$ cat config.mk
export PLATFORM = sky130hd
export DESIGN_NAME = uart_rx_fifo
export DESIGN_NICKNAME = d
export VERILOG_FILES = /design/src/rtl/uart_rx_fifo.sv
export SDC_FILE = /design/constraint.sdc
export NUM_CORES = 1
export LEC_CHECK = 0
export BUFFER_PORTS_ARGS = -buffer_cell sky130_fd_sc_hd__buf_2
export CORE_MARGIN = 5
export CORE_UTILIZATION = 55
export CTS_BUF_LIST = sky130_fd_sc_hd__clkbuf_4 sky130_fd_sc_hd__clkbuf_8 sky130_fd_sc_hd__clkbuf_16
export DETAILED_ROUTE_END_ITERATION = 8
export PLACE_DENSITY = 0.74
export SYNTH_ARGS = -nofsm -noshare
export SYNTH_HDL_FRONTEND = slang
export SYNTH_SLANG_ARGS = --single-unit
export TNS_END_PERCENT = 50
$ cat constraint.sdc
create_clock -name clk -period 3.22 [get_ports clk]
set_input_delay 0.322 -clock clk [delete_from_list [all_inputs] [get_ports clk]]
set_output_delay 0.322 -clock clk [all_outputs]
set_load 0.1 [all_outputs]
$ cat src/rtl/uart_rx_fifo.sv
// UART receiver: 2-flop sync, 3-sample majority vote, 5-8 data bits, optional parity,
// 1/2 stop bits, with a valid/ready frame FIFO carrying per-frame error flags.
package uart_rx_fifo_pkg;
  typedef struct packed {
    logic       ferr;
    logic       perr;
    logic [7:0] data;
  } rx_frame_t;
endpackage

module uart_rx_fifo
  import uart_rx_fifo_pkg::*;
#(
  parameter int unsigned FIFO_DEPTH = 8,
  parameter int unsigned OVERSAMPLE = 16,
  parameter int unsigned DIV_W      = 16
) (
  input  logic                                clk,
  input  logic                                rst_n,
  input  logic                                en,
  input  logic                                rx,
  input  logic [DIV_W-1:0]                    baud_div,
  input  logic [1:0]                          data_bits,
  input  logic [1:0]                          parity,
  input  logic                                stop2,
  output logic [7:0]                          rd_data,
  output logic                                rd_perr,
  output logic                                rd_ferr,
  output logic                                rd_valid,
  input  logic                                rd_ready,
  output logic [$clog2(FIFO_DEPTH+1)-1:0]     level,
  output logic                                overrun,
  input  logic                                clr_overrun
);

  localparam int unsigned LVL_W = $clog2(FIFO_DEPTH + 1);
  localparam int unsigned PTR_W = $clog2(FIFO_DEPTH);
  localparam int unsigned SC_W  = $clog2(OVERSAMPLE);
  localparam int unsigned HALF  = OVERSAMPLE / 2;

  typedef enum logic [2:0] {S_IDLE, S_START, S_DATA, S_PARITY, S_STOP} state_t;

  // rx synchroniser, idles high
  logic rx_meta, rxs;
  always_ff @(posedge clk or negedge rst_n) begin
    if (!rst_n) begin
      rx_meta <= 1'b1;
      rxs     <= 1'b1;
    end else begin
      rx_meta <= rx;
      rxs     <= rx_meta;
    end
  end

  // oversample tick: one cycle every baud_div+1 clocks while enabled
  logic [DIV_W-1:0] div_cnt;
  logic             tick_c;
  assign tick_c = en && (div_cnt == '0);

  always_ff @(posedge clk or negedge rst_n) begin
    if (!rst_n)                      div_cnt <= '0;
    else if (!en || div_cnt == '0)   div_cnt <= baud_div;
    else                             div_cnt <= div_cnt - DIV_W'(1);
  end

  state_t          state_q, state_d;
  logic [SC_W-1:0] sc_q, sc_d;
  logic [2:0]      bit_q, bit_d;
  logic [7:0]      shreg_q, shreg_d;
  logic            v0_q, v0_d, v1_q, v1_d;
  logic            perr_q, perr_d, ferr_q, ferr_d;
  logic            stop_idx_q, stop_idx_d;
  logic            armed_q, armed_d;
  logic [1:0]      nb_q, nb_d, par_q, par_d;
  logic            stop2_q, stop2_d;
  logic            push_q, push_d;
  rx_frame_t       frame_q, frame_d;

  logic maj_c, decide_c, bit_end_c, par_en_c, ferr_fin_c;
  assign maj_c      = (v0_q & v1_q) | (v0_q & rxs) | (v1_q & rxs);
  assign decide_c   = (sc_q == SC_W'(HALF + 1));
  assign bit_end_c  = (sc_q == SC_W'(OVERSAMPLE - 1));
  assign par_en_c   = (par_q == 2'b01) || (par_q == 2'b10);
  assign ferr_fin_c = stop_idx_q ? (ferr_q | ~maj_c) : ~maj_c;

  always_ff @(posedge clk or negedge rst_n) begin
    if (!rst_n) begin
      state_q    <= S_IDLE;
      sc_q       <= '0;
      bit_q      <= '0;
      shreg_q    <= '0;
      v0_q       <= 1'b1;
      v1_q       <= 1'b1;
      perr_q     <= 1'b0;
      ferr_q     <= 1'b0;
      stop_idx_q <= 1'b0;
      armed_q    <= 1'b1;
      nb_q       <= '0;
      par_q      <= '0;
      stop2_q    <= 1'b0;
      push_q     <= 1'b0;
      frame_q    <= '0;
    end else begin
      state_q    <= state_d;
      sc_q       <= sc_d;
      bit_q      <= bit_d;
      shreg_q    <= shreg_d;
      v0_q       <= v0_d;
      v1_q       <= v1_d;
      perr_q     <= perr_d;
      ferr_q     <= ferr_d;
      stop_idx_q <= stop_idx_d;
      armed_q    <= armed_d;
      nb_q       <= nb_d;
      par_q      <= par_d;
      stop2_q    <= stop2_d;
      push_q     <= push_d;
      frame_q    <= frame_d;
    end
  end

  // receive FSM; each state acts only on oversample ticks
  always_comb begin
    state_d    = state_q;
    sc_d       = sc_q;
    bit_d      = bit_q;
    shreg_d    = shreg_q;
    v0_d       = v0_q;
    v1_d       = v1_q;
    perr_d     = perr_q;
    ferr_d     = ferr_q;
    stop_idx_d = stop_idx_q;
    armed_d    = armed_q;
    nb_d       = nb_q;
    par_d      = par_q;
    stop2_d    = stop2_q;
    push_d     = 1'b0;
    frame_d    = frame_q;

    if (!en) begin
      state_d = S_IDLE;
      sc_d    = '0;
      armed_d = 1'b1;
    end else if (tick_c) begin
      if (state_q != S_IDLE) begin
        sc_d = bit_end_c ? '0 : sc_q + SC_W'(1);
        if (sc_q == SC_W'(HALF - 1)) v0_d = rxs;
        if (sc_q == SC_W'(HALF))     v1_d = rxs;
      end
      case (state_q)
        S_IDLE: begin
          if (rxs) begin
            armed_d = 1'b1;
          end else if (armed_q) begin
            state_d    = S_START;
            sc_d       = '0;
            bit_d      = '0;
            shreg_d    = '0;
            perr_d     = 1'b0;
            ferr_d     = 1'b0;
            stop_idx_d = 1'b0;
            nb_d       = data_bits;
            par_d      = parity;
            stop2_d    = stop2;
          end
        end
        S_START: begin
          if (decide_c && maj_c) begin
            state_d = S_IDLE;
            sc_d    = '0;
          end else if (bit_end_c) begin
            state_d = S_DATA;
          end
        end
        S_DATA: begin
          if (decide_c) shreg_d[bit_q] = maj_c;
          if (bit_end_c) begin
            bit_d = bit_q + 3'd1;
            if (bit_q == 3'd4 + 3'(nb_q)) state_d = par_en_c ? S_PARITY : S_STOP;
          end
        end
        S_PARITY: begin
          if (decide_c) perr_d = ((^shreg_q) ^ maj_c) != par_q[1];
          if (bit_end_c) state_d = S_STOP;
        end
        S_STOP: begin
          if (decide_c) begin
            if (stop2_q && !stop_idx_q && maj_c) begin
              stop_idx_d = 1'b1;
            end else begin
              // leave mid-bit so the next start edge is not missed under clock skew
              push_d  = 1'b1;
              frame_d = '{ferr: ferr_fin_c, perr: perr_q, data: shreg_q};
              armed_d = ~ferr_fin_c;
              state_d = S_IDLE;
              sc_d    = '0;
            end
            ferr_d = ferr_fin_c;
          end
        end
        default: state_d = S_IDLE;
      endcase
    end
  end

  // frame FIFO
  rx_frame_t        mem [FIFO_DEPTH];
  logic [PTR_W-1:0] wr_ptr, rd_ptr;
  logic [LVL_W-1:0] level_d;
  logic             pop_c, full_c, wr_en_c, drop_c;
  rx_frame_t        head_c;

  assign pop_c   = rd_valid && rd_ready;
  assign full_c  = (level == LVL_W'(FIFO_DEPTH));
  assign wr_en_c = push_q && (!full_c || pop_c);
  assign drop_c  = push_q && full_c && !pop_c;
  assign head_c  = mem[rd_ptr];
  assign rd_data = rd_valid ? head_c.data : 8'h00;
  assign rd_perr = rd_valid && head_c.perr;
  assign rd_ferr = rd_valid && head_c.ferr;

  always_comb begin
    level_d = level;
    case ({wr_en_c, pop_c})
      2'b10:   level_d = level + LVL_W'(1);
      2'b01:   level_d = level - LVL_W'(1);
      default: level_d = level;
    endcase
  end

  always_ff @(posedge clk) begin
    if (wr_en_c) mem[wr_ptr] <= frame_q;
  end

  always_ff @(posedge clk or negedge rst_n) begin
    if (!rst_n) begin
      wr_ptr   <= '0;
      rd_ptr   <= '0;
      level    <= '0;
      rd_valid <= 1'b0;
      overrun  <= 1'b0;
    end else begin
      if (wr_en_c) wr_ptr <= wr_ptr + PTR_W'(1);
      if (pop_c)   rd_ptr <= rd_ptr + PTR_W'(1);
      level    <= level_d;
      rd_valid <= (level_d != '0);
      if (drop_c)           overrun <= 1'b1;
      else if (clr_overrun) overrun <= 1'b0;
    end
  end

endmodule

# Word level (Yosys, flattened, before mapping)
# Memories as Yosys holds them, arrays and structs flattened.
# Index checks and enable logic that the tools add are counted.
[op_classes]
addsub = 8
bitwise_logic = 11
mul = 0
n_eq_ne = 33
n_div = 0
reduce_logical = 38
order_cmp = 2
shifts = 0
n_mux = 62
[op_table]
columns = ["operator", "n"]
rows = [
  ["$mux 3", 15],
  ["$mux 4", 9],
  ["$mux 8", 4],
  ["$ne 3x3->1 const B", 8],
  ["$reduce_and 6->1", 4],
  ["$mux 1", 22],
  ["$eq 4x4->1 const B", 4],
  ["$logic_not 16->1", 1],
  ["$mux 16", 1],
  ["$pmux 8 s2", 1],
  ["$sub 16x1->16 const B", 1],
  ["$pmux 3 s5", 1],
  ["$reduce_and 5->1", 3],
  ["$ne 2x2->1 const B", 7],
  ["$pmux 4 s3", 1],
  ["$logic_and 1x1->1", 11],
  ["$add 3x1->3 const B", 3],
  ["$reduce_and 9->1", 1],
  ["$add 4x1->4 const B", 2],
  ["$bwmux 8", 1],
  ["$pmux 1 s2", 4],
  ["$pmux 4 s2", 1],
  ["$reduce_and 4->1", 2],
  ["$reduce_bool 2->1", 4],
  ["28 further kinds", 43],
]
[totals]
inputBits = 27
romBits = 0
ram_bits = 80
elab_cells = 180
output_inout_bits = 16
mem_count = 1
latchBits = 0
register_bits = 70
[mem_list]
columns = ["name", "words", "width", "rd", "rd_clocked_by_memory_dff", "write_ports", "line", "rtl"]
rows = [
  ["mem", 8, 10, 1, 0, 1, "207", "rx_frame_t mem [FIFO_DEPTH];"],
]

# Depth between registers and ports, before layout
# Gate-level depths: netlist (run 1).
[logic_depth]
ltp_word = 12
depth_mapped = 9
depth_no_buf = 9

# Least setup slack after synthesis (run 1)
# Ideal clock, no wire load.
[synth_timing]
path_kind = "register to register"
from = "reg rd_valid"
to = "mem mem[2][0] in the netlist's numbering, enable pin"
period_less_slack_ps = 3060
t_arrival_ps = 2652
path_buffers = 0
t_required_ps = 2813
path_slack_ps = 160
path_stages_with_launch = 4
path_cell_list = "dfrtp_1 and2_0 o21ai_1 nor4b_1"
[synth_between]
elab_chain_len = 5
[synth_lines]
columns = ["item", "line", "rtl"]
rows = [
  ["start, declared", "29", "output logic rd_valid,"],
  ["start signal, assigned", "246", "rd_valid <= (level_d != '0);"],
  ["$logic_and 1x1->1", "213", "assign pop_c = rd_valid && rd_ready;"],
  ["$logic_or 1x1->1", "215", "assign wr_en_c = push_q && (!full_c || pop_c);"],
  ["$logic_and 1x1->1", "215", ""],
  ["$mux 1", "232", "if (wr_en_c) mem[wr_ptr] <= frame_q;"],
  ["$mux 1 (not written as such)", "232", ""],
  ["end, declared", "207", ""],
]
# Every way passes these cells.

# Final worst setup path (run 1)
[layout_timing]
from = "reg div_cnt[9]"
to = "reg frame_q[5] in the netlist's numbering"
[layout_between]
elab_chain_len = 3
[layout_lines]
columns = ["item", "line", "rtl"]
rows = [
  ["start, declared", "56", "logic [DIV_W-1:0] div_cnt;"],
  ["start signal, assigned", "62", "else if (!en || div_cnt == '0) div_cnt <= baud_div;"],
  ["start signal, assigned", "63", "else div_cnt <= div_cnt - DIV_W'(1);"],
  ["$logic_not 16->1", "58", "assign tick_c = en && (div_cnt == '0);"],
  ["$logic_and 1x1->1", "58", ""],
  ["$reduce_and 5->1 (no source line)", "n/a", ""],
  ["end signal, assigned", "118", "frame_q <= frame_d;"],
  ["end, declared", "77", "rx_frame_t frame_q, frame_d;"],
]
# Every way passes these cells.
# A chain may end at the register's enable or synchronous reset.

==> metrics.md, run 1 <==
| Metric | Value |
|---|---|
| Outcome | `finished, final reports clean` |
| Number of nets in the final layout | `604` |
| Detailed Route Iter0 Violations | `between 200 and 300` |
| Max Freq | `around 0.38 GHz` |
| Buffer count from post-CTS setup fixing | `0` |
| Max-cap violations | `0` |
| Die area | `between 10000 and 15000 um2` |
| Slew Viols, Final | `0` |
| Number of antenna violations at the first check in global routing | `0` |
| Post-synth cell types | `between 60 and 70` |
| Final min period | `2.618 ns` |
| Clock skew | `around 0.0067 ns` |
| Gr usage total | `0.1897` |
| Worst R2R End | `frame_q[5]$_DFFE_PN0P_` |
| Dpl hpwl | `8.474 mm` |
| Final setup fails | `0` |
| Worst R2R Start | `div_cnt[9]$_DFF_PN0_` |
| Via Count | `4220` |
| Final Hold Viols | `0` |
| IO Pins | `43` |
| Min-delay src | `clr_overrun` |
| Syn Area/Cell | `between 10 and 15 um2` |
| Die H | `between 100 and 150 um` |
| Crit share post-route | `0.8130` |
| Most used DFF post-synth | `edfxtp_1` |
| Worst-Margin Slew | `between 0.7 and 0.8 ns` |
| PwrDens | `625.4 nW/um2` |
| Worst Path Buf+Inv | `0` |
| Largest delay share family, worst path | `simple AND/OR/NAND/NOR gates` |
| Seq/Total Area, Yosys | `0.6022` |
| Setup slack after layout | `0.6023 ns` |
| Crit. End Element | `flop` |
| Row count | `just over 40` |
| Placer congestion estimate | `0.8502` |
| Async S/R FF share, synth | `0.4667` |
| Synth Instances | `just over 500` |
| Worst hold endpoint | `overrun$_DFFE_PN0P_` |
| Die width | `approximately 120 um` |
| Internal power | `roughly 3.5 mW` |
| Syn_nets | `approximately 550` |
| Clock transition at path regs | `0.06 ns` |
| Grt ovf | `0` |
| Most frequent cells in the layout | `edfxtp_1 (80), dfrtp_1 (65), nand2_1 (49)` |
| CP required | `roughly 3.5 ns` |
| Largest net degree at the start of global routing | `a little over 70` |
| Final ANT Viol Nets | `0` |
| Slew margin rel. | `0.5142` |
| Commonest non-fill, non-tap cell in the layout | `edfxtp_1` |
| Leakage | `3.363 nW` |
| H-tree Lvls | `4` |
| CTS Buf Count | `17` |
| Net switching power | `1.481 mW` |
| Tightest Hold Check Type | `in -> reg` |
| Wire per inst | `17.00 um` |
| Reg2reg path depth | `5` |
| Port bufs | `between 40 and 50` |
| Net Sw Frac | `0.2977` |
| Max VDD drop | `between 0.2 and 0.3 mV` |
| Crit path DAT | `between 2 and 3 ns` |
| Drt first pass iters | `5` |
| Vias in the first global route | `around 4200` |
| Area added between synthesis and finish | `15.20%` |
| Post-CTS Resized | `0` |
| Final Power | `between 4 and 5 mW` |
| Critical Path Source Type | `flop` |
| Worst Hold Depth | `2` |
| Sequential share of power | `0.445` |
| Fin Hold WS | `between 0.09 and 0.1 ns` |
| Unrepaired setup endpoints after global routing | `no` |
| Crit-path max FO | `11` |
| Combinational share of power | `0.177` |
| CP cell instances | `or4_4, nor3_4, nand4_4, or3_1, mux2_4` |
| N_diodes | `0` |
| Synthesized flop and latch total | `150` |
| Cell area after synthesis | `between 6000 and 7000 um2` |
| Clock share of power | `0.379` |
| Final Cell Area | `roughly 8000 um2` |
| R2R Setup Slk | `between 0.6 and 0.7 ns` |
| DRT Wirelength | `approximately 13 mm` |
| CTS tree | `done` |
| Worst stage delay on the critical path | `0.63 ns` |
| Crit-path slowest cell | `or3_1` |
| Sinks on Clock Net | `150` |
| First-pass GRT wire length | `21.69 mm` |
| Synth warn | `0` |
| Initial core utilization | `0.5542` |
| EDFF count, synth | `80` |
| Crit Path Class | `reg -> reg` |
| CTS max path bufs | `2` |
| Core Region | `between 10000 and 15000 um2` |
| Clock Latency Late Sink | `approximately 0.42 ns` |
| # DRC | `0` |
| Dpl ws | `around 0.61 ns` |
| Setup_tns | `0 ns` |
| Vias per cell | `approximately 5.6` |
| Layout cells sized above 1 | `0.2487` |
| Root buffer cell | `clkbuf_16` |
| Post-DP Area | `between 7000 and 8000 um2` |
-- stage by stage --
stage	std cells	util
3_3_place_gp	717	0.5909
4_1_cts	751	0.6384
6_report	751	0.6384
2_1_floorplan	509	-
3_5_place_dp	717	0.5909
5_1_grt	751	0.6384
-- repair_timing --
| action | 4_1_cts | 5_1_grt |
|---|---|---|
| hold buffers | 2 | 0 |
| endpoints found under the hold margin | 66 | 0 |
| endpoints found under the setup margin | 0 | 0 |
-- power groups by stage --
stage | Combinational, mW | Sequential, mW | Clock [mW]
after floorplan | 0.518 | 2.41 | 0
after global placement | 0.873 | 2.24 | 0
after detailed placement | 0.893 | 2.25 | 0
after CTS | 0.895 | 2.22 | 1.93
after global routing | 0.954 | 2.23 | 2.02
final | 0.880 | 2.21 | 1.88
-- cells in the mapped netlist, drive strengths merged, types with 2 or more instances --
library cell	count	area share
and3	4	0.0036
nor2b	12	0.011
a21oi	6	0.0043
o22ai	2	0.0018
a211o	2	0.0027
o31a	2	0.0025
o21ai	37	0.027
mux2	21	0.039
a31oi	2	0.0018
o21a	6	0.0065
xor2	5	0.0063
a2111oi	2	0.0025
dfrtp	65	0.24
ha	10	0.018
buf	6	0.0065
nor4b	2	0.0025
dfstp	5	0.019
nor3	13	0.011
or4	6	0.0082
nand2	49	0.027
edfxtp	80	0.35
nand4	7	0.0085
mux4	20	0.065
o211a	2	0.0029
nand2b	4	0.0036
nand3	7	0.0051
o31ai	4	0.0043
or3	3	0.0027
nor3b	3	0.0033
nand4b	3	0.0038
mux2i	14	0.020
a21o	3	0.0033
clkbuf	13	0.0071
nor2	14	0.0076
inv	23	0.012
or2	2	0.0018
xnor2	25	0.032
nor4	8	0.0072
nand3b	3	0.0033
-- layer usage --
metal	wire [um]	global-route usage
met1	5513	0.2531
met5	0	0
met2	6495	0.3052
met3	577	0.04828
met4	177	0.06578
-- state kept, by name, indices dropped and copies added, names as in the netlist, 2 cells and up --
register and count:
bit_q 3, par_q 2, rd_ptr 3, mem 80, nb_q 2, level 4, div_cnt 16, wr_ptr 3
shreg_q 8, state_q 3, sc_q 4, frame_q 10
-- logic make-up (layout without fill, tap and decap cells) --
| family | Yosys count | in the layout | share of synthesized area |
|---|---|---|---|
| AOI/OAI and AO/OA | 75 | 75 | 0.06829 |
| xor gates and xnor gates | 31 | 31 | 0.04130 |
| adders and majority gates | 12 | 12 | 0.02246 |
| buffers and inverters | 42 | 112 | 0.02608 |
| DFF | 150 | 150 | 0.6022 |
| muxes | 55 | 55 | 0.1246 |
| and+or+nand+nor | 144 | 144 | 0.1150 |
-- layout make-up --
| type | instances | area, um2 |
|---|---|---|
| clock inverter | 15 | 146.4 |
| timing repair buffer | 57 | 340.3 |
| fill | 897 | 4508 |
| multi-input combinational | 317 | 2584 |
| inverter | 23 | 86.33 |
| clock buffer | 17 | 425.4 |
| sequential | 150 | 4160 |
| tap | 172 | 215.2 |
-- worst max path at each step --
stage	from	end	slack (ns)	cells after the start
floorplan	rd_valid$_DFF_PN0_	mem[2][0]$_DFFE_PP_	0.16	3
global placement	div_cnt[9]$_DFF_PN0_	frame_q[0]$_DFFE_PN0P_	0.68	5
detailed placement	div_cnt[9]$_DFF_PN0_	frame_q[0]$_DFFE_PN0P_	0.61	5
CTS	div_cnt[9]$_DFF_PN0_	frame_q[5]$_DFFE_PN0P_	0.58	5
global route	div_cnt[9]$_DFF_PN0_	frame_q[5]$_DFFE_PN0P_	0.45	5
finish	div_cnt[9]$_DFF_PN0_	frame_q[5]$_DFFE_PN0P_	0.60	5
Power figures use the tool's default switching activity.
==> run 2: changes to the inputs <==
==> constraint.sdc (replaced) <==
create_clock -name clk -period 2.7 [get_ports clk]
set_input_delay 0.27 -clock clk [delete_from_list [all_inputs] [get_ports clk]]
set_output_delay 0.27 -clock clk [all_outputs]
set_load 0.1 [all_outputs]
==> metrics.md, run 2 (synthesized netlist as in run 1, its figures left out) <==
| Metric | Value |
|---|---|
| Crit-path max FO | `11` |
| H-tree Lvls | `4` |
| Clock share of power | `0.383` |
| Crit-path slowest cell | `or3_1` |
| Wire per inst | `~18 um` |
| # DRC | `0` |
| Slew margin rel. | `0.3281` |
| Gr usage total | `0.1949` |
| DRT Wirelength | `about 13 mm` |
| Vias per cell | `between 5 and 6` |
| Clock Latency Late Sink | `about 0.43 ns` |
| Met1 global-route usage | `0.2470` |
| Dpl hpwl | `slightly below 9 mm` |
| Initial core utilization | `0.5542` |
| Max Freq | `between 0.3 and 0.4 GHz` |
| Vias in the first global route | `approximately 4400` |
| GR Util met2 | `0.3267` |
| Area added between synthesis and finish | `16.55%` |
| Max-cap violations | `0` |
| Dpl ws | `between 0.2 and 0.25 ns` |
| IO Pins | `between 40 and 50` |
| Sequential share of power | `0.434` |
| Worst-Margin Slew | `between 1 and 1.5 ns` |
| Leakage | `approximately 3.4 nW` |
| Crit. End Element | `flop` |
| N_diodes | `0` |
| Outcome | `finished, final reports clean` |
| Worst stage delay on the critical path | `~0.61 ns` |
| Register with the most flip-flops | `mem` |
| Die area | `between 10000 and 15000 um2` |
| Detailed Route Iter0 Violations | `roughly 230` |
| Slew Viols, Final | `0` |
| Setup slack after layout | `between 0.15 and 0.2 ns` |
| Final min period | `~2.5 ns` |
| Cts hold-fix bufs | `1` |
| Crit Path Class | `reg -> reg` |
| Max reg flops | `80` |
| Largest delay share family, worst path | `simple AND/OR/NAND/NOR gates` |
| Combinational share of power | `0.183` |
| Placer congestion estimate | `roughly 0.86` |
| Largest regs | `mem (80), div_cnt (16), frame_q (10)` |
| Commonest non-fill, non-tap cell in the layout | `edfxtp_1` |
| Busiest grt layer | `met2` |
| Final Hold Viols | `0` |
| CTS tree | `done` |
| Final ANT Viol Nets | `0` |
| Final setup fails | `0` |
| Grt ovf | `0` |
| Drt first pass iters | `4` |
| CTS Buf Count | `17` |
| PwrDens | `752.1 nW/um2` |
| Row count | `41` |
| CTS max path bufs | `2` |
| Number of antenna violations at the first check in global routing | `0` |
| CP required | `roughly 3 ns` |
| Net Sw Frac | `0.3021` |
| Buffer count from post-CTS setup fixing | `0` |
| Port bufs | `42` |
| Layout cells sized above 1 | `0.2786` |
| Core Region | `between 10000 and 15000 um2` |
| Die H | `between 100 and 150 um` |
| Crit share post-route | `0.9264` |
| Largest net degree at the start of global routing | `71` |
| Crit path DAT | `approximately 2.8 ns` |
| Worst Path Buf+Inv | `0` |
| First-pass GRT wire length | `between 20 and 25 mm` |
| Final Cell Area | `~8100 um2` |
| Root buffer cell | `clkbuf_16` |
| Max VDD drop | `0.4213 mV` |
| Number of nets in the final layout | `610` |
| Sinks on Clock Net | `150` |
| Clock skew | `around 0.013 ns` |
| Fill cell count | `a little over 900` |
| Unrepaired setup endpoints after global routing | `no` |
| Post-DP Area | `roughly 7500 um2` |
| Clock transition at path regs | `~0.060 ns` |
| Most frequent cells in the layout | `edfxtp_1 (80), dfrtp_1 (65), nand2_1 (49)` |
| CP cell instances | `or4_4, nor3_4, nand4_4, or3_1, mux2_4` |
| GR met3 Demand/Resource | `0.04689` |
| Via Count | `between 4000 and 5000` |
| Critical Path Source Type | `flop` |
| Die width | `between 100 and 150 um` |
| Net switching power | `roughly 1.8 mW` |
| Internal power | `around 4.2 mW` |
| Tightest Hold Check Type | `in -> async` |
| Post-CTS Resized | `0` |
[run 2: stage by stage]
step           total power [mW]  instances  setup TNS, ns  utilization  hold WS (ns)
6_report                  6.056        757              0       0.6459       0.02912
3_3_place_gp              3.764        724              0       0.5979        0.3497
2_1_floorplan             3.504        509         -4.112            -      -0.02559
4_1_cts                   6.118        757              0       0.6459       0.01793
5_1_grt                   6.308        757              0       0.6459       0.02975
3_5_place_dp              3.794        724              0       0.5979        0.3496
[run 2: area by class of cell]
class / count / area [um2] / area share
clock buffers: 17 / 425.4 / 0.05284
flip-flops and latches: 150 / 4160 / 0.5167
clock inverters: 15 / 162.7 / 0.02020
well taps: 172 / 215.2 / 0.02673
multi-input cells: 317 / 2619 / 0.3253
inverters: 23 / 86.33 / 0.01072
repair buffers: 63 / 382.9 / 0.04755
[run 2: worst register-to-register path: stages (launching register included)]
cell	delay, ns
dfrtp_1	0.44
or4_4	0.58
nor3_4	0.18
nand4_4	0.18
or3_1	0.61
mux2_4	0.39
[run 2: path summary, 6_finish.rpt]
kind                                            from                     end  slack (ns)  cells after the start
worst min register to register     rx_meta$_DFF_PN1_           rxs$_DFF_PN1_        0.36                      0
max in group asynchronous                      rst_n  frame_q[0]$_DFFE_PN0P_        2.06                      2
min in group clk                         clr_overrun     overrun$_DFFE_PN0P_        0.03                      2
worst max-delay path            div_cnt[9]$_DFF_PN0_  frame_q[8]$_DFFE_PN0P_        0.20                      5
worst min-delay path                           rst_n      rd_valid$_DFF_PN0_        0.03                      2
worst max register to register  div_cnt[9]$_DFF_PN0_  frame_q[8]$_DFFE_PN0P_        0.20                      5
[run 2: power by group through the flow]
| stage | registers [mW] | logic [mW] | clock network, mW |
|---|---|---|---|
| 6_report | 2.63 | 1.11 | 2.32 |
| 5_1_grt | 2.64 | 1.20 | 2.47 |
| 4_1_cts | 2.63 | 1.13 | 2.36 |
| 3_5_place_dp | 2.67 | 1.12 | 0 |
| 3_3_place_gp | 2.66 | 1.10 | 0 |
| 2_1_floorplan | 2.88 | 0.624 | 0 |
[run 2: layer usage]
layer / share of wire / vias to the layer above
li1: - / 2036
met1: 0.42 / 2124
met2: 0.52 / 109
met3: 0.040 / 17
met4: 0.015 / 0
met5: 0 / -
==> run 3: changes to the inputs <==
--- a/config.mk
+++ b/config.mk
@@ -11,6 +11,8 @@
 export CTS_BUF_LIST = sky130_fd_sc_hd__clkbuf_4 sky130_fd_sc_hd__clkbuf_8 sky130_fd_sc_hd__clkbuf_16
 export DETAILED_ROUTE_END_ITERATION = 8
 export PLACE_DENSITY = 0.74
+export REMOVE_ABC_BUFFERS = 1
+export SLEW_MARGIN = 20
 export SYNTH_ARGS = -nofsm -noshare
 export SYNTH_HDL_FRONTEND = slang
 export SYNTH_SLANG_ARGS = --single-unit
==> metrics.md, run 3 (synthesized netlist as in run 1, its figures left out) <==
| Metric | Value |
|---|---|
| Outcome | `finished, final reports clean` |
| DRT Wirelength | `~13 mm` |
| Root buffer cell | `clkbuf_16` |
| Tightest Hold Check Type | `in -> reg` |
| Clock Latency Late Sink | `approximately 0.42 ns` |
| Buffer count from post-CTS setup fixing | `0` |
| Slew Viols, Final | `0` |
| Final Power | `6.032 mW` |
| Placer congestion estimate | `approximately 0.9` |
| Clock share of power | `0.382` |
| Unrepaired setup endpoints after global routing | `no` |
| Reg2reg path depth | `5` |
| Critical Path Source Type | `flop` |
| Max VDD drop | `0.4273 mV` |
| Crit share post-route | `0.9399` |
| R2R Setup Slk | `0.16 ns` |
| Worst R2R End | `frame_q[4]$_DFFE_PN0P_` |
| Max Freq | `0.3941 GHz` |
| Worst-Margin Slew | `between 0.7 and 0.8 ns` |
| Final setup fails | `0` |
| Net Sw Frac | `0.2900` |
| Most frequent cells in the layout | `edfxtp_1 (80), dfrtp_1 (65), nand2_1 (49)` |
| Crit. End Element | `flop` |
| Clock skew | `~0.0085 ns` |
| Via Count | `4339` |
| Net switching power | `roughly 1.7 mW` |
| Number of nets in the final layout | `between 600 and 700` |
| PwrDens | `between 700 and 800 nW/um2` |
| Max-cap violations | `0` |
| CTS Buf Count | `17` |
| Crit-path max FO | `11` |
| Sequential share of power | `0.435` |
| H-tree Lvls | `4` |
| Gr usage total | `0.1963` |
| IO Pins | `43` |
| First-pass GRT wire length | `22.31 mm` |
| Core Util, Final | `0.6470` |
| Row count | `a little over 40` |
| Cts hold-fix bufs | `2` |
| Vias in the first global route | `4532` |
| Layout cells sized above 1 | `0.2635` |
| Worst R2R Start | `div_cnt[4]$_DFF_PN0_` |
| Number of antenna violations at the first check in global routing | `0` |
| Area of the multi-input gates | `between 2000 and 3000 um2` |
| Post-DP Area | `7463 um2` |
| Combinational share of power | `0.183` |
| Post-CTS Resized | `0` |
| CP required | `around 3.0 ns` |
| Final ANT Viol Nets | `0` |
| Final Cell Area | `slightly above 8000 um2` |
| Final Hold Viols | `0` |
| Max reg flops | `80` |
| CTS max path bufs | `2` |
| Setup crit end | `frame_q[4]$_DFFE_PN0P_` |
| Die width | `between 100 and 150 um` |
| Sinks on Clock Net | `150` |
| Internal power | `about 4.3 mW` |
| Crit. Startpoint | `div_cnt[4]$_DFF_PN0_` |
| Register with the most flip-flops | `mem` |
| CTS tree | `done` |
| Clock transition at path regs | `~0.06 ns` |
| Vias per cell | `approximately 5.7` |
| Dpl ws | `between 0.15 and 0.2 ns` |
| Area added between synthesis and finish | `16.75%` |
| Core Region | `approximately 12000 um2` |
| Crit Path Class | `reg -> reg` |
| Fin Hold WS | `just over 0.04 ns` |
| # DRC | `0` |
| N_diodes | `0` |
| Die H | `122.1 um` |
| Largest net degree at the start of global routing | `33` |
| Port bufs | `42` |
| Leakage | `~3.4 nW` |
| Detailed Route Iter0 Violations | `~300` |
| Slew margin rel. | `0.5083` |
| Initial core utilization | `0.5542` |
| Final min period | `between 2 and 3 ns` |
| Drt first pass iters | `5` |
| Wire per inst | `approximately 18 um` |
| Grt ovf | `0` |
| Crit path DAT | `between 2 and 3 ns` |
| Dpl hpwl | `between 9 and 10 mm` |
| Setup slack after layout | `0.1623 ns` |
| FF/Latch Area | `~4200 um2` |
| Die area | `between 10000 and 15000 um2` |
| Dpl cells | `730` |
| Non-Filler Instances | `roughly 760` |
| Setup_tns | `0 ns` |
| Fill cell count | `a little over 900` |
| Largest regs | `mem (80), div_cnt (16), frame_q (10)` |
| Commonest non-fill, non-tap cell in the layout | `edfxtp_1` |
-- run 3: layout make-up --
cell class              count  share of cell area
repair buffers             70             0.05430
inverters                  23             0.01070
well taps                 172             0.02668
clock inverters            14             0.01846
flip-flops and latches    150              0.5158
clock buffers              18             0.05368
multi-input cells         317              0.3204
-- run 3: critical path, cell delays in order, from the launching register on --
cell and delay, ns:
dfrtp_1 0.44, or4_1 0.57, nor2_1 0.22, nand4_4 0.19
or3_1 0.61, mux2_4 0.40
-- run 3: power groups by stage --
stage	clock network, mW	logic [mW]	registers, mW
after global routing	2.46	1.19	2.64
after CTS	2.36	1.12	2.62
after floorplan	0	0.459	3.01
after global placement	0	1.09	2.65
final	2.30	1.11	2.62
after detailed placement	0	1.12	2.66
-- run 3: how the worst min path moves through the flow --
stage | startpoint | endpoint | depth (start not counted)
after floorplan | rst_n | bit_q[0]$_DFFE_PN0P_ | 0
after global placement | rst_n | level[1]$_DFF_PN0_ | 1
after detailed placement | rst_n | level[1]$_DFF_PN0_ | 1
after CTS | clr_overrun | overrun$_DFFE_PN0P_ | 2
after global routing | clr_overrun | overrun$_DFFE_PN0P_ | 2
final | clr_overrun | overrun$_DFFE_PN0P_ | 2
-- run 3: metal layers --
metal  routed length (um)  global-route usage  vias up
met5                    0                   0        -
met1                 5531              0.2364     2163
met3                  609             0.04968       21
met2                 7109              0.3446      110
li1                     -                   -     2045
met4                  235             0.06718        0
